==> config.mk <==
export PLATFORM = sky130hd
export DESIGN_NAME = counter_updown_param
export DESIGN_NICKNAME = d
export VERILOG_FILES = /design/src/rtl/counter_defs.sv /design/src/rtl/counter_updown_param.sv
export SDC_FILE = /design/constraint.sdc
export NUM_CORES = 1
export LEC_CHECK = 0
export ABC_AREA = 1
export BUFFER_PORTS_ARGS = -buffer_cell sky130_fd_sc_hd__buf_2
export CORE_ASPECT_RATIO = 1.2
export CORE_MARGIN = 2
export CORE_UTILIZATION = 45
export DETAILED_ROUTE_END_ITERATION = 12
export HOLD_SLACK_MARGIN = 0.02
export PLACE_DENSITY = 0.66
export SETUP_SLACK_MARGIN = 0.15
export SLEW_MARGIN = 20
export SYNTH_ARGS = -nofsm -noshare
export SYNTH_HDL_FRONTEND = slang
export SYNTH_SLANG_ARGS = --single-unit
==> constraint.sdc <==
create_clock -name clk -period 2.9 [get_ports clk]
set_clock_uncertainty 0.1 [all_clocks]
set_input_delay 0.435 -clock clk [delete_from_list [all_inputs] [get_ports clk]]
set_output_delay 0.435 -clock clk [all_outputs]
set_load 0.02 [all_outputs]
==> src/rtl/counter_defs.sv <==
`default_nettype none
// ============================================================================
// Module      : counter_defs (package)
// Description : Shared encodings for the up/down counter primitive: the
//               run/halt state and the wrap/one-shot mode select.
// Revision    : 1.0 - initial release
// ============================================================================
package counter_defs;

  // Run/halt state; done is decoded directly from this registered bit.
  typedef enum logic {
    ST_RUN  = 1'b0,
    ST_HALT = 1'b1
  } state_e;

  // Terminal-event behaviour select.
  localparam logic MODE_WRAP    = 1'b0;
  localparam logic MODE_ONESHOT = 1'b1;

endpackage : counter_defs
`default_nettype wire

==> src/rtl/counter_updown_param.sv <==
`default_nettype none
// ============================================================================
// Module      : counter_updown_param
// Description : Parametrised up/down counter with synchronous saturating
//               load, count enable, programmable terminal value MAX, a
//               registered single-cycle ripple-carry pulse and a wrap /
//               one-shot mode selected through a run/halt state machine.
// Revision    : 1.0 - initial release
//
// Ports:
//   clk    in   1      rising-edge clock
//   rst_n  in   1      asynchronous active-low reset
//   load   in   1      synchronous parallel load (highest functional priority)
//   en     in   1      count enable
//   up     in   1      1 = increment, 0 = decrement
//   mode   in   1      0 = wrap, 1 = one-shot
//   pdata  in   WIDTH  load value (clipped to MAX)
//   cnt    out  WIDTH  registered count, always within [0, MAX]
//   rc     out  1      registered terminal / ripple-carry pulse
//   done   out  1      high while halted after a one-shot terminal event
// ============================================================================
module counter_updown_param
  import counter_defs::*;
#(
  parameter int               WIDTH = 32,
  parameter logic [WIDTH-1:0] MAX   = {WIDTH{1'b1}}
) (
  input  logic             clk,
  input  logic             rst_n,
  input  logic             load,
  input  logic             en,
  input  logic             up,
  input  logic             mode,
  input  logic [WIDTH-1:0] pdata,
  output logic [WIDTH-1:0] cnt,
  output logic             rc,
  output logic             done
);

  // MAX is WIDTH bits wide, so the upper bound 2^WIDTH-1 holds by type;
  // only the lower bound and the width range need an explicit check.
  generate
    if (WIDTH < 2 || WIDTH > 32) begin : g_bad_width
      $error("counter_updown_param: WIDTH must be in 2..32");
    end
    if (MAX == '0) begin : g_bad_max
      $error("counter_updown_param: MAX must be at least 1");
    end
  endgenerate

  state_e           state;
  state_e           state_nxt;
  logic [WIDTH-1:0] cnt_nxt;
  logic             rc_nxt;
  logic             term;
  logic [WIDTH-1:0] load_val;

  // Terminal depends on the direction presented this cycle, so a
  // down-count parked at 0 simply increments once up is raised.
  assign term     = up ? (cnt == MAX) : (cnt == '0);
  assign load_val = (pdata > MAX) ? MAX : pdata;

  always_comb begin
    state_nxt = state;
    cnt_nxt   = cnt;
    rc_nxt    = 1'b0;
    if (load) begin
      cnt_nxt   = load_val;
      state_nxt = ST_RUN;
    end else if (state == ST_HALT) begin
      // Parked until load or reset; en and mode have no effect here.
      cnt_nxt = cnt;
    end else if (!en) begin
      cnt_nxt = cnt;
    end else if (!term) begin
      cnt_nxt = up ? (cnt + 1'b1) : (cnt - 1'b1);
    end else begin
      rc_nxt = 1'b1;
      if (mode == MODE_ONESHOT) begin
        state_nxt = ST_HALT;
      end else begin
        cnt_nxt = up ? '0 : MAX;
      end
    end
  end

  always_ff @(posedge clk or negedge rst_n) begin
    if (!rst_n) begin
      state <= ST_RUN;
      cnt   <= '0;
      rc    <= 1'b0;
    end else begin
      state <= state_nxt;
      cnt   <= cnt_nxt;
      rc    <= rc_nxt;
    end
  end

  assign done = (state == ST_HALT);

endmodule : counter_updown_param
`default_nettype wire

==> run summary <==
Vias per cell - 5.06
Max Root-Sink Buffers - 2
Iteration-0 DRC Markers - 204
Worst Tran Pin Value - 843 ps
Crit end category - register
Most frequent cells in the layout - nand2_1 (354), inv_1 (123), nor2_1 (102)
GR Overflow Total - 0
WL/cell - 14.7 um
Commonest non-fill, non-tap cell in the layout - nand2_1
CTS tree - done
Final #Nets - 944
Unrepaired setup endpoints after global routing - no
Fin area - 0.00500 mm2
Distinct cells, synth - 33
Initial antenna violation count - 0
Fmax achieved - 423 MHz
Hold Vio Cnt, Final - 0
Initial Util - 46.0%
Tcrit/Tclk final - 81.4%
Post-layout minimum cycle time - 2360 ps
DRT antenna net count - 0
N_diodes - 0
HPWL Detailed - 11900 um
Max cap viols - 0
Hold_buf cts - 0
Setup tns final - 0 ps
Layout Area Growth over Synthesis - 14.7%
Final core occ - 52.8%
Status - complete, no violations
Share of cells above drive strength 1 - 11.2%
CP arrival - 2440 ps
I/O Pins - 72
Worst r2r path cells - 11
CP Launch Type - input pin
Seq cells post-synth - 34
Num CTS Buffers - 5
Multi-input logic area - 0.00295 mm2
Worst-path maximum fanout - 30
Static Leak - 3.09 nW
Max-slew headroom - 43.8%
Post-Synthesis Cells - 805
Setup violations, final - 0
Die Span Y - 112 um
Syn Nets - 874
Power Density - 718 mW/mm2
FF-to-FF Start - cnt[12]
Root buf cell - clkbuf_16
Reg clk slew, reported paths - 60 ps
Sequential fraction of the synthesis area - 19.5%
Gr usage total - 29.0%
Routed vias - 5052
Clock sinks - 34
FF-to-FF setup slack - 570 ps
Die area - 0.0105 mm2
CORE AREA - 0.00947 mm2
Fin. max-slew vios - 0
First-pass GRT wire length - 23800 um
Post-synthesis async set-or-reset flop share - 100%
Die Wd - 93.8 um
Setup ws final - 539 ps
Mapped Avg Cell Area - 5.41 um2
Row count - 39
Mapped cell area - 0.00436 mm2
Worst Setup Slack post-DPL - 266 ps
Fillers - 1053
Primary FF master, synth - dfrtp_1
GPL Wtd Cong - 0.964
CP required - 2980 ps
HP Class - in -> async
H-tree depth - 2
Dpl cell area - 0.00484 mm2
# DRC - 0
Max IR drop VDD - 0.000379 V
Vias in the first global route - 4928
Critical Setup Path Class - in -> reg
Post-synth EDFFs - 0
Drt pass-1 iters - 5
Worst reg2reg endpoint - cnt[14]
Clock Latency Late Sink - 290 ps
PortBufs - 71
Syn. warnings - 0
WL final - 14700 um
Sequential Area - 851 um2
Largest net degree at the start of global routing - 58
layer usage:
| layer | wire (um) | track usage, % |
|---|---|---|
| met5 | 0 | 0 |
| met4 | 1110 | 18.4 |
| met2 | 7210 | 51.4 |
| met1 | 5820 | 32.0 |
| met3 | 535 | 3.59 |
power breakdown:
group	internal [W]	switching (W)
Sequential	0.000590	0.000220
Combinational	0.000756	0.00146
Clock	0.000341	0.000226
Total	0.00169	0.00190
kinds of logic (layout without fill, tap and decap cells):
logic type	after synthesis	count (layout)	synth area share [%]
AOI/OAI and AO/OA	39	39	4.71
xor gates and xnor gates	15	15	3.02
DFF	34	34	19.5
adders and majority gates	31	31	9.08
and+or+nand+nor	544	544	50.7
buffers and inverters	142	213	13.0
registers in the layout (all words and copies together), names as in the netlist:
signal / count
rc: 1
cnt: 32
done: 1
cell type report:
class / instances / area share, %
sequential: 34 / 17.0
multi-input combinational: 629 / 59.0
inverter: 128 / 9.61
timing repair buffer: 77 / 8.26
tap: 123 / 3.08
clock inverter: 2 / 0.250
clock buffer: 6 / 2.78
worst max-delay path by stage:
stage | start | endpoint | cells after the start
final | up | cnt[30] | 16
after global routing | cnt[25] | cnt[20] | 11
after CTS | cnt[27] | cnt[28] | 11
after detailed placement | up | cnt[14] | 14
after global placement | up | cnt[23] | 16
after floorplan | up | cnt[31] | 16
Yosys cell counts (2+ instances only):
cell type / n / share of area [%]
inv_2: 4 / 0.34
nor3_1: 5 / 0.57
o21bai_1: 2 / 0.34
ha_1: 30 / 8.6
xor2_1: 10 / 2.0
nand2_2: 2 / 0.29
buf_2: 5 / 0.57
buf_8: 2 / 0.69
dfrtp_1: 34 / 20
nand4_1: 7 / 1.0
and2_1: 3 / 0.43
nand3b_1: 6 / 1.0
a21oi_1: 20 / 2.3
xnor2_1: 5 / 1.0
clkbuf_1: 6 / 0.52
o21ai_0: 14 / 1.6
nor2_1: 102 / 8.8
nand2_1: 354 / 30
nand3_1: 55 / 6.3
inv_1: 123 / 11
or2_2: 4 / 0.57
worst max-delay path, stage by stage:
cell     delay, ps
buf_2          110
inv_1          100
buf_12         200
ha_1           320
nand2_1        170
inv_1           50
nand2_1         60
nand2_1         70
nand2_1         60
nand2_1         70
a21oi_1        350
nand3_1        140
nand3_1        100
nand2_1         60
nand2_1         70
nand2_1         50
stage by stage:
stage	instances	total power, W	hold WS (ps)
3_5_place_dp	991	0.00302	381
3_3_place_gp	991	0.00300	363
5_1_grt	999	0.00391	221
4_1_cts	999	0.00359	178
6_report	999	0.00359	147
2_1_floorplan	805	0.00231	39.4
timing repair:
| action | 4_1_cts | 5_1_grt |
|---|---|---|
| resized for setup | 0 | 1 |
| endpoints found under the setup margin | 0 | 1 |
| buffers inserted | 0 | 0 |
| endpoints found under the hold margin | 0 | 0 |
Note: power is estimated with default switching activity, not from simulation.
